$ cat config.mk
export PLATFORM = sky130hd
export DESIGN_NAME = mem_bus_arbiter
export DESIGN_NICKNAME = d
export VERILOG_FILES = /design/src/rtl/mem_bus_arbiter_pkg.sv /design/src/rtl/mem_bus_arbiter_rr_arb2.sv /design/src/rtl/mem_bus_arbiter.sv
export SDC_FILE = /design/constraint.sdc
export NUM_CORES = 1
export LEC_CHECK = 0
export ABC_AREA = 1
export CAP_MARGIN = 20
export CORE_ASPECT_RATIO = 1.75
export CORE_MARGIN = 4
export CORE_UTILIZATION = 35
export CTS_CLUSTER_SIZE = 24
export DETAILED_ROUTE_END_ITERATION = 6
export PLACE_DENSITY = 0.73
export SYNTH_ARGS = -nofsm -noshare
export SYNTH_HDL_FRONTEND = slang
export SYNTH_SLANG_ARGS = --single-unit
$ cat constraint.sdc
create_clock -name clk -period 5.3 [get_ports clk]
set_input_delay 0.795 -clock clk [delete_from_list [all_inputs] [get_ports clk]]
set_output_delay 0.795 -clock clk [all_outputs]
set_load 0.05 [all_outputs]
$ cat src/rtl/mem_bus_arbiter_pkg.sv
// Shared types and constants for the two-master memory bus arbiter.
package mem_bus_arbiter_pkg;

  // Arbiter FSM states
  typedef enum logic [1:0] {
    ST_IDLE = 2'd0,
    ST_BUSY = 2'd1,
    ST_DONE = 2'd2
  } arb_state_t;

  // Read data returned to the master when the slave never answers
  localparam logic [31:0] TIMEOUT_RDATA = 32'hDEADBEEF;

  // Completion pulse pattern for the granted master index
  function automatic logic [1:0] idx_to_onehot(input logic idx);
    return idx ? 2'b10 : 2'b01;
  endfunction

endpackage

$ cat src/rtl/mem_bus_arbiter_rr_arb2.sv
// Two-way round-robin arbiter: combinational one-hot grant, pointer advanced
// only when the parent accepts the grant (update strobe).
module rr_arb2 (
  input  logic       clk,
  input  logic       rst,
  input  logic [1:0] req,
  input  logic       update,
  output logic [1:0] grant
);

  // High when master 1 won the previous grant, so master 0 wins the next tie.
  // Resets high so the very first tie goes to master 0.
  logic last_is_1;

  // Pick a winner: lone requester wins, a tie goes to the master not served last
  always_comb begin
    grant = 2'b00;
    case (req)
      2'b01:   grant = 2'b01;
      2'b10:   grant = 2'b10;
      2'b11:   grant = last_is_1 ? 2'b01 : 2'b10;
      default: grant = 2'b00;
    endcase
  end

  // Remember who was granted whenever a grant is taken
  always_ff @(posedge clk or posedge rst) begin
    if (rst) begin
      last_is_1 <= 1'b1;
    end else if (update && (grant != 2'b00)) begin
      last_is_1 <= grant[1];
    end
  end

endmodule

$ cat src/rtl/mem_bus_arbiter.sv
// Two-master to one-slave memory bus arbiter with round-robin grant,
// slave wait timeout and registered outputs.
//
// state   | meaning
// --------+-----------------------------------------------------------
// IDLE    | no transaction; arbitrate on any m_valid bit
// BUSY    | request presented on s_*; wait for s_ready or timeout
// DONE    | one-cycle m_ready pulse to the granted master
module mem_bus_arbiter
  import mem_bus_arbiter_pkg::*;
#(
  parameter int ADDR_W  = 32,
  parameter int DATA_W  = 32,
  parameter int TIMEOUT = 16
) (
  input  logic                  clk,
  input  logic                  rst,
  input  logic [1:0]            m_valid,
  input  logic [2*ADDR_W-1:0]   m_addr,
  input  logic [2*DATA_W-1:0]   m_wdata,
  input  logic [2*DATA_W/8-1:0] m_wstrb,
  output logic [1:0]            m_ready,
  output logic [DATA_W-1:0]     m_rdata,
  output logic                  s_valid,
  output logic [ADDR_W-1:0]     s_addr,
  output logic [DATA_W-1:0]     s_wdata,
  output logic [DATA_W/8-1:0]   s_wstrb,
  input  logic                  s_ready,
  input  logic [DATA_W-1:0]     s_rdata,
  output logic                  timeout_irq
);

  localparam int STRB_W = DATA_W / 8;
  localparam int CNT_W  = $clog2(TIMEOUT + 1);
  // Last BUSY cycle the slave is allowed; no s_ready here means timeout
  localparam logic [CNT_W-1:0]  CNT_LAST = CNT_W'(TIMEOUT - 1);
  localparam logic [DATA_W-1:0] TMO_DATA = DATA_W'(TIMEOUT_RDATA);

  arb_state_t         state, state_nxt;
  logic               gidx, gidx_nxt;
  logic [CNT_W-1:0]   cnt, cnt_nxt;
  logic [1:0]         arb_grant;
  logic               arb_update;

  logic               s_valid_nxt;
  logic [ADDR_W-1:0]  s_addr_nxt;
  logic [DATA_W-1:0]  s_wdata_nxt;
  logic [STRB_W-1:0]  s_wstrb_nxt;
  logic [1:0]         m_ready_nxt;
  logic [DATA_W-1:0]  m_rdata_nxt;
  logic               irq_nxt;

  rr_arb2 u_rr_arb2 (
    .clk    (clk),
    .rst    (rst),
    .req    (m_valid),
    .update (arb_update),
    .grant  (arb_grant)
  );

  // State register
  always_ff @(posedge clk or posedge rst) begin
    if (rst) begin
      state <= ST_IDLE;
    end else begin
      state <= state_nxt;
    end
  end

  // Next-state decode; s_ready takes precedence over timeout expiry
  always_comb begin
    state_nxt = state;
    case (state)
      ST_IDLE: if (|m_valid) state_nxt = ST_BUSY;
      ST_BUSY: if (s_ready || (cnt == CNT_LAST)) state_nxt = ST_DONE;
      ST_DONE: state_nxt = ST_IDLE;
      default: state_nxt = ST_IDLE;
    endcase
  end

  // Next values for every registered output and the datapath holding registers
  always_comb begin
    arb_update  = 1'b0;
    gidx_nxt    = gidx;
    cnt_nxt     = cnt;
    s_valid_nxt = s_valid;
    s_addr_nxt  = s_addr;
    s_wdata_nxt = s_wdata;
    s_wstrb_nxt = s_wstrb;
    m_ready_nxt = 2'b00;
    m_rdata_nxt = m_rdata;
    irq_nxt     = 1'b0;
    case (state)
      ST_IDLE: begin
        if (arb_grant != 2'b00) begin
          arb_update  = 1'b1;
          gidx_nxt    = arb_grant[1];
          cnt_nxt     = '0;
          s_valid_nxt = 1'b1;
          if (arb_grant[1]) begin
            s_addr_nxt  = m_addr[2*ADDR_W-1:ADDR_W];
            s_wdata_nxt = m_wdata[2*DATA_W-1:DATA_W];
            s_wstrb_nxt = m_wstrb[2*STRB_W-1:STRB_W];
          end else begin
            s_addr_nxt  = m_addr[ADDR_W-1:0];
            s_wdata_nxt = m_wdata[DATA_W-1:0];
            s_wstrb_nxt = m_wstrb[STRB_W-1:0];
          end
        end
      end
      ST_BUSY: begin
        if (s_ready) begin
          s_valid_nxt = 1'b0;
          m_rdata_nxt = s_rdata;
          m_ready_nxt = idx_to_onehot(gidx);
        end else if (cnt == CNT_LAST) begin
          s_valid_nxt = 1'b0;
          m_rdata_nxt = TMO_DATA;
          m_ready_nxt = idx_to_onehot(gidx);
          irq_nxt     = 1'b1;
        end else begin
          cnt_nxt = cnt + CNT_W'(1);
        end
      end
      ST_DONE: begin
        m_ready_nxt = 2'b00;
      end
      default: begin
        s_valid_nxt = 1'b0;
      end
    endcase
  end

  // Output and datapath registers; reset aborts any transaction in flight
  always_ff @(posedge clk or posedge rst) begin
    if (rst) begin
      gidx        <= 1'b0;
      cnt         <= '0;
      s_valid     <= 1'b0;
      s_addr      <= '0;
      s_wdata     <= '0;
      s_wstrb     <= '0;
      m_ready     <= 2'b00;
      m_rdata     <= '0;
      timeout_irq <= 1'b0;
    end else begin
      gidx        <= gidx_nxt;
      cnt         <= cnt_nxt;
      s_valid     <= s_valid_nxt;
      s_addr      <= s_addr_nxt;
      s_wdata     <= s_wdata_nxt;
      s_wstrb     <= s_wstrb_nxt;
      m_ready     <= m_ready_nxt;
      m_rdata     <= m_rdata_nxt;
      timeout_irq <= irq_nxt;
    end
  end

endmodule

==> results of run 1 <==
-- worst max-delay path, cell delays in order --
cell and delay [ns]:
clkdlybuf4s50_1 0.57, nand2_1 0.14, nand2_4 0.65, buf_4 0.56
nand2_1 0.11, o211ai_1 0.11, nand2_1 0.07
-- path summary, 6_finish.rpt --
check	from	endpoint	slack [ns]	cells after the start
hold / removal	gidx	m_ready[0]	0.42	1
hold reg to reg	gidx	m_ready[0]	0.42	1
setup reg to reg	u_rr_arb2.last_is_1	s_addr[26]	3.01	6
min in group asynchronous	rst	m_rdata[13]	0.76	2
max in group asynchronous	rst	s_wdata[21]	3.62	3
setup / recovery	m_valid[0]	s_addr[26]	2.54	7
-- logic make-up after synthesis --
kind of cell             after synthesis
AND/OR/NAND/NOR                      340
flip-flops                           113
adder cells (fa/ha/maj)                2
buffers and inverters                113
multiplexers                           1
AO/OA/AOI/OAI                         73
-- area by class of cell --
class | instances | area [um2] | share of cell area [%]
Tap cell | 180 | 225.2 | 2.605
Clock inverter | 14 | 128.9 | 1.490
Sequential cell | 113 | 2829 | 32.72
Clock buffer | 18 | 439.2 | 5.079
Timing Repair Buffer | 282 | 2820 | 32.61
Inverter | 80 | 302.8 | 3.502
Multi-Input combinational cell | 416 | 1902 | 21.99
-- registers in the layout (all words and copies together) (netlist names) --
register,flops
state,2
u_rr_arb2.last_is_1,1
s_wstrb,4
cnt,5
m_ready,2
timeout_irq,1
s_addr,32
gidx,1
m_rdata,32
s_wdata,32
s_valid,1
-- routing by layer --
layer / track usage, % / vias to the layer above / part of all wire, %
li1: - / 2529 / -
met1: 20.80 / 2276 / 35
met2: 34.78 / 177 / 53
met3: 7.445 / 34 / 8.3
met4: 8.563 / 0 / 3.5
met5: 0 / - / 0
-- report_power, final --
part           switching [mW]  internal (mW)
Combinational            2.20           1.05
Sequential              0.218           1.28
Clock                   0.436          0.663
-- through the flow --
step,instances,setup WS (ns),area (um2),hold slack (ns),utilization (%)
2_1_floorplan,642,1.519,5216,0.4032,-
3_3_place_gp,1070,2.139,8059,0.4248,55.53
3_5_place_dp,1071,2.122,8079,0.4277,55.66
4_1_cts,1103,2.554,8647,0.4239,59.58
5_1_grt,1103,2.293,8647,0.4437,59.58
6_report,1103,2.540,8647,0.4168,59.58
-- placed cells by master, fill, tap and decap left out, drive strengths merged --
cell type	instances
nand2	248
clkbuf	18
dfrtp	112
buf	6
a21oi	1
mux2i	1
o21ai	4
ha	2
clkinv	5
inv	85
dfstp	1
bufinv	1
o211ai	68
clkinvlp	3
clkdlybuf4s50	276
nand3	3
nor3	1
nor3b	1
nor2	87
==> metrics.md, run 1 <==
| Metric | Value |
|---|---|
| Post-route ant nets | `0` |
| Tot Pwr | `5.849 mW` |
| Hold Path Class | `reg2reg` |
| Post-route clock period utilization | `a little over half` |
| Hold Buf Count CTS | `0` |
| Vias per inst | `approximately 4.5` |
| Iter 0 DRT Violations | `about 160` |
| Leading area contributor after synthesis | `dfrtp_1` |
| DRC viols | `0` |
| Most common cell in the netlist | `nand2_1` |
| Compound-Gate Fraction of Synth Area | `10.48%` |
| Pin count of the biggest net entering global routing | `89` |
| Adder-Cell Fraction of Synth Area | `0.4797%` |
| Die footprint | `17000 um2` |
| IO Pins | `between 200 and 300` |
| Primary FF master, synth | `dfrtp_1` |
| Clk pin slew, worst setup/hold paths | `0.06 ns` |
| Routed len/inst | `15.17 um` |
| Num CTS Buffers | `17` |
| Final Critical Period | `around 2.8 ns` |
| Setup Buffers After CTS | `0` |
| Synth async-reset ratio | `100.0%` |
| CTS H-tree depth | `4` |
| Row count | `58` |
| Critical path required time | `5.59 ns` |
| Register area share after synthesis | `between 50 and 60%` |
| Simple-gate area share of the yosys netlist | `25.21%` |
| Post-Syn Instances | `about 640` |
| RSZ-0062 raised after global routing | `no` |
| Final GP Congestion | `0.8486` |
| First-pass DRT Iterations | `6` |
| Worst Path Max Fanout | `88` |
| Final setup fails | `0` |
| Starting Density | `35.94%` |
| Vias in the first global route | `5095` |
| Max-cap violations | `0` |
| Die X | `100.3 um` |
| Port Buffers | `276` |
| Final nets | `1085` |
| Via count | `5016` |
| Post-Route Skew | `0.01159 ns` |
| GRT Overall Usage | `19.78%` |
| Max VDD drop | `0.0004299 V` |
| TritonCTS clock tree | `done` |
| Synthesized area | `5216 um2` |
| Synth top area share | `53.73%` |
| CP startpoint kind | `input pin` |
| Chip Height | `between 150 and 200 um` |
| Multiplexer area fraction after synthesis | `0.1919%` |
| Crit path arrival time | `between 3 and 4 ns` |
| First-pass GRT wire length | `about 26000 um` |
| Yosys Warn Count | `0` |
| Largest cells by area after synthesis | `dfrtp_1, nand2_1, o211ai_1` |
| # diodes | `0` |
| PostCTS Resize Cnt | `0` |
| Hold Fails Final Rpt | `0` |
| Crit. End Element | `register` |
| Core area | `roughly 15000 um2` |
| Netlist cell types | `22` |
| Status | `complete, no violations` |
| Syn Nets | `817` |
| Area grow syn2layout | `65.77%` |
| Initial antenna violation count | `0` |
| Clk Latency, worst-skew pair | `0.40 ns` |
| Max Fclk | `362.3 MHz` |
| Post-synth EDFFs | `0` |
| Slew headroom | `42.63%` |
| Worst-margin pin slew | `0.8598 ns` |
| Max-slew violation count | `0` |
| Hpwl dp | `between 10000 and 15000 um` |
| Clk buf depth | `2` |
| Lkg Pwr | `4.145 nW` |
| Largest family of logic cells by synthesized area | `simple AND/OR/NAND/NOR gates` |
| Congestion Overflow GR | `0` |
| Avg Cell Area, Syn | `8.125 um2` |
| Root buffer cell | `clkbuf_16` |
| # clock sinks | `~110` |
| WS Path Type | `in2reg` |
| Setup_tns | `0 ns` |
| PwrDens | `676.4 nW/um2` |
| XOR/XNOR Fraction of Synth Area | `0%` |
| Flops & latches, synth | `113` |
| Share of cells above drive strength 1 | `under 10%` |
| Top post-synthesis cells by count | `nand2_1, dfrtp_1, nor2_1` |
| Routed wire length | `16730 um` |
| FILL cells | `1282` |
(Power assumes the default switching activity.)
==> run 2: changes to the inputs <==
Settings changed: PLACE_DENSITY 0.73 to 0.76.
Clock period 5.3 ns to 2.5 ns, I/O delays scaled along.
==> run 2 against run 1 <==
Effect of this change:
- sequential share of layout area fell by 0.54 points
- global-route usage about the same
- critical path depth decreased by 6
- highest routed layer is now met5
- clock-buffer cell count grew 4
- largest power group unchanged
- die area unchanged
- critical endpoint is now s_wdata[11]
- critical path type is now reg2out
- first-iteration DRC count is 20% higher
==> metrics.md, run 2 (same netlist as run 1, synthesis figures left out) <==
| Metric | Value |
|---|---|
| PwrDens | `1436 nW/um2` |
| Max-cap violations | `0` |
| Vias per inst | `4.521` |
| CP max stage cell | `clkdlybuf4s50_1` |
| Switching part of the total | `47.38%` |
| Largest stage delay, worst path | `0.83 ns` |
| Post-Route Skew | `~0.0092 ns` |
| Final Critical Period | `1.966 ns` |
| Hold Fails Final Rpt | `0` |
| FF+latch area | `2829 um2` |
| Most common cell after layout, fill and taps aside | `clkdlybuf4s50_1` |
| Initial antenna violation count | `1` |
| Final nets | `about 1100` |
| Die footprint | `17000 um2` |
| Num CTS Buffers | `17` |
| Clk pin slew, worst setup/hold paths | `0.06 ns` |
| Row count | `58` |
| Post-route ant nets | `0` |
| Crit. End Element | `output pin` |
| Int Pwr | `6.643 mW` |
| First-pass DRT Iterations | `4` |
| Routed len/inst | `15.21 um` |
| Setup Buffers After CTS | `0` |
| TritonCTS clock tree | `done` |
| Share of cells above drive strength 1 | `5.711%` |
| Buf+Inv Stages, Crit Path | `1` |
| Commonest cells after routing, fill and taps aside | `clkdlybuf4s50_1, nand2_1, dfrtp_1, nor2_1, inv_1` |
| Status | `complete, no violations` |
| Core area | `between 10000 and 15000 um2` |
| Worst Path Max Fanout | `2` |
| Hold Path Class | `in2async` |
| Max Fclk | `508.7 MHz` |
| # clock sinks | `about 110` |
| Clock share of power | `about a fifth` |
| R2r setup slk | `0.72 ns` |
| Hold Worst Slack | `~0.34 ns` |
| Port Buffers | `276` |
| Clk Latency, worst-skew pair | `0.40 ns` |
| Crit path cell chain | `clkdlybuf4s50_1` |
| Worst Setup SP | `s_wdata[11]` |
| Starting Density | `35.94%` |
| Congestion Overflow GR | `0` |
| WS Path Type | `reg2out` |
| # diodes | `0` |
| Biggest regs | `m_rdata x32, s_addr x32, s_wdata x32` |
| Chip Height | `169.5 um` |
| Clk buf depth | `2` |
| PostCTS Resize Cnt | `0` |
| Max VDD drop | `0.0008538 V` |
| Final setup fails | `0` |
| Root buffer cell | `clkbuf_16` |
| Routed wire length | `16850 um` |
| NetSw | `5.982 mW` |
| R2R Path End | `cnt[1]` |
| Die X | `approximately 100 um` |
| Combinational share of power | `55.3%` |
| GRT Overall Usage | `19.79%` |
| Iter 0 DRT Violations | `189` |
| Area grow syn2layout | `68.58%` |
| IO Pins | `between 200 and 300` |
| Vias in the first global route | `5125` |
| Crit-path leading delay family | `buffers and inverters` |
| DRC viols | `0` |
| Max-slew violation count | `0` |
| Seq pwr share | `25.1%` |
| Worst reg2reg path depth | `10` |
| Hold Buf Count CTS | `0` |
| CP startpoint kind | `register` |
| Lkg Pwr | `~4.2 nW` |
| First-pass GRT wire length | `26360 um` |
| RSZ-0062 raised after global routing | `no` |
| Pin count of the biggest net entering global routing | `between 50 and 60` |
| Hpwl dp | `12760 um` |
| CTS H-tree depth | `4` |
| Final GP Congestion | `0.8357` |
| Setup_tns | `0 ns` |
| Worst R2R Start | `cnt[0]` |
| Critical path required time | `2.12 ns` |
| Via count | `5009` |
| FILL cells | `1232` |
| Post-route clock period utilization | `78.63%` |
| Worst-margin pin slew | `approximately 0.56 ns` |
| Crit path arrival time | `1.59 ns` |
| Multi-input logic area | `1902 um2` |
| Slew headroom | `62.62%` |
run 2: changes by cell type in the layout (fill, tap and decap cells not counted), sizes merged:
cell,previous run,this run
clkbuf,18,22
bufinv,1,3
inv,85,79
buf,6,12
clkinvlp,3,4
clkinv,5,3
run 2: power groups by stage:
stage               combinational [mW]  clock (mW)  sequential, mW
CTS                               7.07        2.55            3.18
floorplan                         1.66           0            6.03
finish                            6.98        2.48            3.17
detailed placement                7.04           0            3.19
global route                      7.40        2.63            3.29
global placement                  6.98           0            3.16
run 2: final cells by class:
| cell class | instances | area share [%] |
|---|---|---|
| timing repair buffer | 288 | 33.30 |
| sequential | 113 | 32.17 |
| clock inverter | 9 | 1.494 |
| tap | 180 | 2.561 |
| clock buffer | 22 | 5.393 |
| inverter | 80 | 3.458 |
| multi-input combinational | 416 | 21.63 |
run 2: how the worst max path moves through the flow:
stage | endpoint | slack (ns) | depth (start not counted)
after floorplan | cnt[0] | 0.75 | 1
after detailed placement | s_addr[15] | 0.42 | 7
after CTS | s_wdata[11] | 0.50 | 1
final | s_wdata[11] | 0.53 | 1
after global routing | s_wdata[11] | 0.47 | 1
after global placement | s_addr[20] | 0.47 | 7
run 2: stage by stage:
stage          std cells  util, %  worst slack [ns]  instance area [um2]  total power, mW
2_1_floorplan        642        -            0.7544                 5220            7.693
6_report            1108    60.59            0.5343                 8793            12.63
3_5_place_dp        1077    56.41            0.4188                 8188            10.23
5_1_grt             1108    60.59            0.4669                 8793            13.32
3_3_place_gp        1077    56.41            0.4665                 8188            10.14
4_1_cts             1108    60.59            0.4994                 8793            12.80
run 2: routing by layer:
layer  track usage [%]  share of wire [%]
met3             7.363                7.7
met2             35.88                 54
met1             20.58                 36
met5                 0               0.12
met4             6.979                2.1
